[config.mk]
export PLATFORM = sky130hd
export DESIGN_NAME = mem_arbiter
export DESIGN_NICKNAME = d
export VERILOG_FILES = /design/src/rtl/mem_arbiter.sv
export SDC_FILE = /design/constraint.sdc
export NUM_CORES = 1
export LEC_CHECK = 0
export BUFFER_PORTS_ARGS = -buffer_cell sky130_fd_sc_hd__buf_4
export CORE_MARGIN = 5
export CORE_UTILIZATION = 54
export DETAILED_ROUTE_END_ITERATION = 8
export HOLD_SLACK_MARGIN = 0.1
export PLACE_DENSITY = 0.8
export SLEW_MARGIN = 0
export SYNTH_ARGS = -nofsm -noshare
export SYNTH_HDL_FRONTEND = slang
export SYNTH_SLANG_ARGS = --single-unit
export TNS_END_PERCENT = 20
[constraint.sdc]
create_clock -name clk -period 3.04 [get_ports clk]
set_input_delay 0 -clock clk [delete_from_list [all_inputs] [get_ports clk]]
set_output_delay 0 -clock clk [all_outputs]
set_load 0.01 [all_outputs]
[src/rtl/mem_arbiter.sv]
// Byte-serial RAM port arbiter between instruction fetch and load/store.
// Fixed priority to MEM; each access is split into per-byte RAM cycles.
module mem_arbiter #(
  parameter int ADDR_W = 32
) (
  input  logic              clk,
  input  logic              reset,
  input  logic              if_req,
  input  logic [ADDR_W-1:0] if_addr,
  output logic              if_done,
  output logic [31:0]       if_data,
  input  logic              mem_req,
  input  logic              mem_write,
  input  logic [ADDR_W-1:0] mem_addr,
  input  logic [2:0]        mem_len,
  input  logic [31:0]       mem_wdata,
  output logic              mem_done,
  output logic [31:0]       mem_rdata,
  output logic [ADDR_W-1:0] ram_addr,
  output logic              ram_wr,
  output logic [7:0]        ram_dout,
  input  logic [7:0]        ram_din
);

  localparam logic [1:0] IDLE = 2'd0;
  localparam logic [1:0] BUSY = 2'd1;
  localparam logic [1:0] DONE = 2'd2;

  logic [1:0]        state;
  logic [2:0]        step;
  logic [2:0]        nstep;
  logic              owner_mem;
  logic [ADDR_W-1:0] base;
  logic [2:0]        len;
  logic [2:0]        mlen_n;
  logic              wr;
  logic [31:0]       wdata;
  logic [31:0]       result;
  logic [31:0]       res_nx;
  logic [7:0]        wbyte;
  logic              fin;

  assign nstep = step + 3'd1;
  assign mlen_n = (mem_len == 3'd0 || mem_len > 3'd4) ? 3'd4 : mem_len;
  assign fin = wr ? (nstep == len) : (step == len);

  // RAM data lags the address by one cycle, so step s fills byte s-1
  always_comb begin
    res_nx = result;
    case (step)
      3'd1: res_nx[7:0]   = ram_din;
      3'd2: res_nx[15:8]  = ram_din;
      3'd3: res_nx[23:16] = ram_din;
      3'd4: res_nx[31:24] = ram_din;
      default: ;
    endcase
  end

  always_comb begin
    wbyte = wdata[7:0];
    case (nstep[1:0])
      2'd1: wbyte = wdata[15:8];
      2'd2: wbyte = wdata[23:16];
      2'd3: wbyte = wdata[31:24];
      default: ;
    endcase
  end

  always_ff @(posedge clk) begin
    if (reset) begin
      state     <= IDLE;
      step      <= 3'd0;
      owner_mem <= 1'b0;
      base      <= '0;
      len       <= 3'd0;
      wr        <= 1'b0;
      wdata     <= 32'd0;
      result    <= 32'd0;
      if_done   <= 1'b0;
      mem_done  <= 1'b0;
      if_data   <= 32'd0;
      mem_rdata <= 32'd0;
      ram_addr  <= '0;
      ram_wr    <= 1'b0;
      ram_dout  <= 8'd0;
    end else begin
      if_done  <= 1'b0;
      mem_done <= 1'b0;
      unique case (state)
        IDLE: begin
          if (mem_req) begin
            owner_mem <= 1'b1;
            base      <= mem_addr;
            len       <= mlen_n;
            wr        <= mem_write;
            wdata     <= mem_wdata;
            step      <= 3'd0;
            result    <= 32'd0;
            state     <= BUSY;
            ram_addr  <= mem_addr;
            ram_wr    <= mem_write;
            ram_dout  <= mem_wdata[7:0];
          end else if (if_req) begin
            owner_mem <= 1'b0;
            base      <= if_addr;
            len       <= 3'd4;
            wr        <= 1'b0;
            wdata     <= 32'd0;
            step      <= 3'd0;
            result    <= 32'd0;
            state     <= BUSY;
            ram_addr  <= if_addr;
            ram_wr    <= 1'b0;
            ram_dout  <= 8'd0;
          end
        end
        BUSY: begin
          step   <= nstep;
          result <= res_nx;
          if (nstep < len) begin
            ram_addr <= base + ADDR_W'(nstep);
            ram_wr   <= wr;
            ram_dout <= wbyte;
          end else begin
            ram_addr <= '0;
            ram_wr   <= 1'b0;
            ram_dout <= 8'd0;
          end
          if (fin) begin
            state <= DONE;
            if (owner_mem) begin
              mem_done <= 1'b1;
              if (!wr) mem_rdata <= res_nx;
            end else begin
              if_done <= 1'b1;
              if_data <= res_nx;
            end
          end
        end
        DONE: state <= IDLE;
        default: state <= IDLE;
      endcase
    end
  end

endmodule

### Yosys cells after proc, flatten, opt, wreduce, memory -nomap -nowiden

Index checks and enable logic that the tools add are counted.

| operators by class | value |
|---|---|
| multiplexer cells | 35 |
| bitwise logic cells | 4 |
| $add $sub $neg | 2 |
| reductions and logical operators | 11 |
| equal/unequal tests | 12 |
| $lt $le $gt $ge | 2 |

Operator list:

| operator | count |
|---|---|
| 32-bit 2-to-1 mux | 6 |
| 32-bit case mux with 2 select lines | 2 |
| 8-bit 2-to-1 mux | 7 |
| 32-bit by 3-bit adder with 32-bit output | 1 |
| 8-bit case mux with 3 select lines | 1 |
| 8-bit case mux with 2 select lines | 1 |
| 3-bit 2-to-1 mux | 5 |
| 1-bit 2-to-1 mux | 7 |
| 3-bit by 2-bit == test with 1-bit output (second input constant) | 2 |
| 3-bit == test | 2 |
| 2-bit 2-to-1 mux | 3 |
| 3-bit case mux with 2 select lines | 1 |
| 2-bit AND reduction | 3 |
| 2-bit by 1-bit == test with 1-bit output (second input constant) | 2 |
| 2-bit == test (second input constant) | 2 |
| 1-bit inverter | 4 |
| 2-bit case mux with 2 select lines | 1 |
| 4-bit AND reduction | 1 |
| 2-bit nonzero test | 2 |
| 3-bit by 1-bit adder with 3-bit output (second input constant) | 1 |
| 3-bit by 1-bit == test with 1-bit output (second input constant) | 1 |
| 3-bit == test (second input constant) | 1 |
| 3-bit > comparator (second input constant) | 1 |
| 3-bit zero test | 1 |
| other kinds (8) | 8 |

| storage, ports and cells | value |
|---|---|
| logic and storage cells | 81 |
| output and inout bits | 107 |
| register bits | 213 |
| bits of input ports | 112 |

### Depth between registers and ports, before layout

| depth | value |
|---|---|
| depth after elaboration | 5 |
| gate-level depth with buffers | 11 |

### Least setup slack after synthesis

No wires, ideal clock.

| timing path | value |
|---|---|
| path type | reg2reg |
| start point | reg step[0] |
| end point | reg if_data[16] |
| path buffers | 1 |
| slack | 658 ps |
| arrival | 2296 ps |
| required time | 2954 ps |
| library setup time | 86 ps |
| cell stages (with the launch flop) | 10 |
| cells stage by stage | dfxtp_1 -> ha_1 -> ha_1 -> inv_1 -> ha_1 -> and4_1 -> a31oi_1 -> nor3_4 -> clkbuf_1 -> a211oi_1 |

| between the ends | value |
|---|---|
| longest elaborated chain between the ends | 4 |
| elaborated cells on any way between the ends | 7 |

RTL lines:

| what | line | source |
|---|---|---|
| from (decl) | 30 | `logic [2:0] step;` |
| from (signal assigned) | 118 | `step <= nstep;` |
| 3-bit by 1-bit adder with 3-bit output | 43 | `assign nstep = step + 3'd1;` |
| 3-bit == test | 45 | `assign fin = wr ? (nstep == len) : (step == len);` |
| 1-bit 2-to-1 mux | 45 |  |
| 3-bit AND reduction (no line) | - |  |
| to (signal assigned) | 136 | `if_data <= res_nx;` |
| to (decl) | 11 | `output logic [31:0] if_data,` |

Several ways; a longest one is shown, not always the timed one.
A chain may end at the register's enable or synchronous reset.

### Final worst setup path

| timing path | value |
|---|---|
| start point | reg step[0] |
| end point | reg ram_dout[4] |

| between the ends | value |
|---|---|
| longest elaborated chain between the ends | 5 |
| elaborated cells on any way between the ends | 8 |

RTL lines:

| what | line | source |
|---|---|---|
| 3-bit by 1-bit adder with 3-bit output (*) | 43 |  |
| 2-bit == test or 2-bit by 1-bit == test with 1-bit output (tied branches) | 61 | `case (nstep[1:0])` |
| 8-bit case mux with 3 select lines | 61 |  |
| 8-bit 2-to-1 mux (*) | 120 | `if (nstep < len) begin` |
| 8-bit case mux with 2 select lines (*) | 89 | `unique case (state)` |
| to (signal assigned) | 102 | `ram_dout <= mem_wdata[7:0];` |
| to (signal assigned) | 123 | `ram_dout <= wbyte;` |
| to (decl) | 21 | `output logic [7:0] ram_dout,` |

Mark *: on every way between the ends. The rest lies on a longest branch, timed or not.

==> flow_summary.ini <==
[outcome]
status = complete, no violations

[final_layout]
utilization_pct = 76.7
syn2layout_area_growth_pct = 39.7
fillCellCount = 1133
drive_gt1_share_pct = 22.3
fin_area_sq_mm = 0.0127
nNetsFinal = 1430

[synthesis]
synth_warnings = 0
synth_nets = 1142
ys_seq_elements = 213
synth_edf_count = 0
yosysSeqAreaShare_pct = 46.8
syn_area_per_cell_sq_um = 8.95
async_flop_share_pct = 0
syn_inst = 1017
synth_area_sq_mm = 0.00910
synth_cell_types = 49
synth_ff_type = dfxtp_1

[timing]
slew_headroom_pct = 33.2
skew_ns = 0.0115
rsz0062_at_grt = no
period_share_pct = 93.4
worst_slew_pin_slew_ns = 0.999
setup_tns_ns = 0
finalHoldViolCount = 0
finalMaxSlewViolations = 0
max_freq_mhz = 352
finalSetupViolCount = 0
whs_ns = 0.320
min_period_ns = 2.84

[worst_hold_path]
hp-class = primary input to register
min_from = mem_wdata[4]

[floorplanning]
core_area_sq_mm = 0.0166
dieWidth_um = 140
rows = 47
io_pins = 219
die_area_sq_mm = 0.0196
die_h_um = 140
start_util_pct = 54.9

[critical_path]
crit_fanout = 15
path_class = register to register
worstPathArrival_ns = 3.28
end_kind = register
reg2reg_slack_ns = 0.20
startpoint = step[0]
crit_chain = inv_1 > ha_1 > ha_1 > nor2b_1 > o21a_1 > nor3_2 > buf_4 > a222oi_1 > nor2_1 > dlygate4sd3_1
path_common_cell = ha_1
cp-start-kind = register
crit_path_max_incr_delay_ns = 0.55
worst_path_max_delay_cell = dlygate4sd3_1
reg2reg_from = step[0]
crit_required_ns = 3.48

[pwr]
p_total_mw = 7.48
p_leak_nw = 5.13
vdd_drop_max_uv = 539
powerDensity_mw_per_mm2 = 588

[clocking]
cts_sinks = 213
cts_tree = built
cts_buffers = 22
ctsLongestPathBuffers = 3
root_buffer = clkbuf_16
insertion_delay_ns = 0.50
clk_pin_slew_ns = 0.06
htree_levels = 1

[placement]
placed_cell_area_sq_mm = 0.0108
dp_hpwl_mm = 16.9
gp_congestion = 0.871
io_buffers = 218

[run]
cap_violations = 0

[global_routing]
grt_pass1_vias = 9041
grt-ovfl-total = 0
grt_max_degree = 127
grt_usage_pct = 27.2
grt_antenna_before_repair = 1
grt_pass1_wl_mm = 45.1

[drt]
vias = 8924
wl_mm = 28.1
routedWlPerCell_um = 18.2
drtIter0Drc = 679
drc_errors = 0
first_pass_iters = 8
vias_per_cell = 5.79
postRouteAntennaNets = 0
[layer usage]
metal  global-route usage, %  vias to the layer above  share of wire (%)
met5                       0                        -                  0
met4                    9.74                        0                3.7
met3                    5.56                       96                7.4
met2                    48.1                      406                 50
met1                    32.7                     4205                 39
li1                        -                     4217                  -
[per-stage QoR]
stage | cells | setup WS (ns)
6_report | 1540 | 0.200
3_5_place_dp | 1382 | 0.135
4_1_cts | 1537 | 0.112
3_3_place_gp | 1382 | 0.310
5_1_grt | 1540 | 0.0497
2_1_floorplan | 1017 | 0.658
[kinds of logic after synthesis]
kind of cell / Yosys count / synth area share (%)
AND/OR/NAND/NOR: 334 / 16.7
AO/OA/AOI/OAI: 264 / 19.6
flip-flops: 213 / 46.8
buffers and inverters: 97 / 4.80
multiplexers: 64 / 7.04
XOR/XNOR: 32 / 3.16
adder cells (fa/ha/maj): 13 / 1.87
[cell usage after synthesis, drive strengths merged (3+ instances only)]
cell / count / share of area (%)
a21oi: 90 / 4.9
buf: 30 / 1.8
xor2: 18 / 1.7
a222oi: 16 / 1.8
and2: 5 / 0.34
dfxtp: 213 / 47
xnor2: 14 / 1.4
ha: 12 / 1.6
a22oi: 42 / 3.5
nand4b: 3 / 0.29
inv: 9 / 0.37
nor2: 197 / 8.1
a221oi: 6 / 0.58
and4: 4 / 0.40
mux2i: 64 / 7.0
o22ai: 26 / 1.8
nor3: 7 / 0.56
a21o: 3 / 0.25
and3: 5 / 0.37
clkbuf: 58 / 2.6
nor4: 6 / 0.74
a211oi: 64 / 5.7
nand3: 36 / 2.0
nand2: 47 / 1.9
nor2b: 4 / 0.27
nand4: 13 / 1.0
o21ai: 12 / 0.66
[final cells by class]
cell class / count / area (sq um) / share of cell area (%)
Antenna cell: 1 / 2.50 / 0.0197
Clock buffer: 27 / 601 / 4.72
Clock inverter: 11 / 144 / 1.13
Inverter: 9 / 33.8 / 0.266
Multi-Input combinational cell: 708 / 4430 / 34.8
Sequential cell: 213 / 4260 / 33.5
Tap cell: 220 / 275 / 2.16
Timing Repair Buffer: 351 / 2970 / 23.4
[power by group]
part	switching, mW	internal [mW]	total [mW]
Clock	1.11	1.66	2.78
Combinational	0.820	0.692	1.51
Sequential	0.175	3.02	3.19
Total	2.11	5.37	7.48
[layout by cell type, fill, tap and decap left out, types with 11 or more instances in the layout]
master	Yosys	final
a211oi_1	56	56
a21oi_1	90	90
a222oi_1	16	16
a22oi_1	42	42
buf_4	3	230
clkbuf_16	0	23
dfxtp_1	213	213
dlygate4sd3_1	0	117
ha_1	12	12
mux2i_1	64	64
nand2_1	47	47
nand3_1	36	36
nand4_1	11	11
nor2_1	197	196
o22ai_1	26	26
xnor2_1	13	13
xor2_1	18	18
[final timing paths]
path,depth (start not counted),to
min,4,wdata[4]
max,10,ram_dout[4]
min reg2reg,2,wdata[24]
max reg2reg,10,ram_dout[4]
[timing repair]
| item | CTS | global route |
|---|---|---|
| resized for setup | 0 | 0 |
| hold endpoints to repair | 210 | 0 |
| setup endpoints to repair | 0 | 22 |
| setup buffers | 0 | 1 |
| hold buffers | 117 | 0 |
[flip-flops by register name, summed over array words and instances, names as in the netlist]
signal	flops
wr	1
mem_done	1
result	32
ram_addr	32
mem_rdata	32
ram_dout	8
step	3
ram_wr	1
wdata	32
state	2
len	3
base	32
if_done	1
owner_mem	1
if_data	32
[worst max-delay path, delay by kind of cell (launching register included)]
family,cells,cell delay (ns)
AOI/OAI and AO/OA,2,0.29
adders and majority gates,2,0.69
buffers and inverters,3,0.94
DFF,1,0.43
and+or+nand+nor,3,0.44
Note: power is estimated with default switching activity, not from simulation.
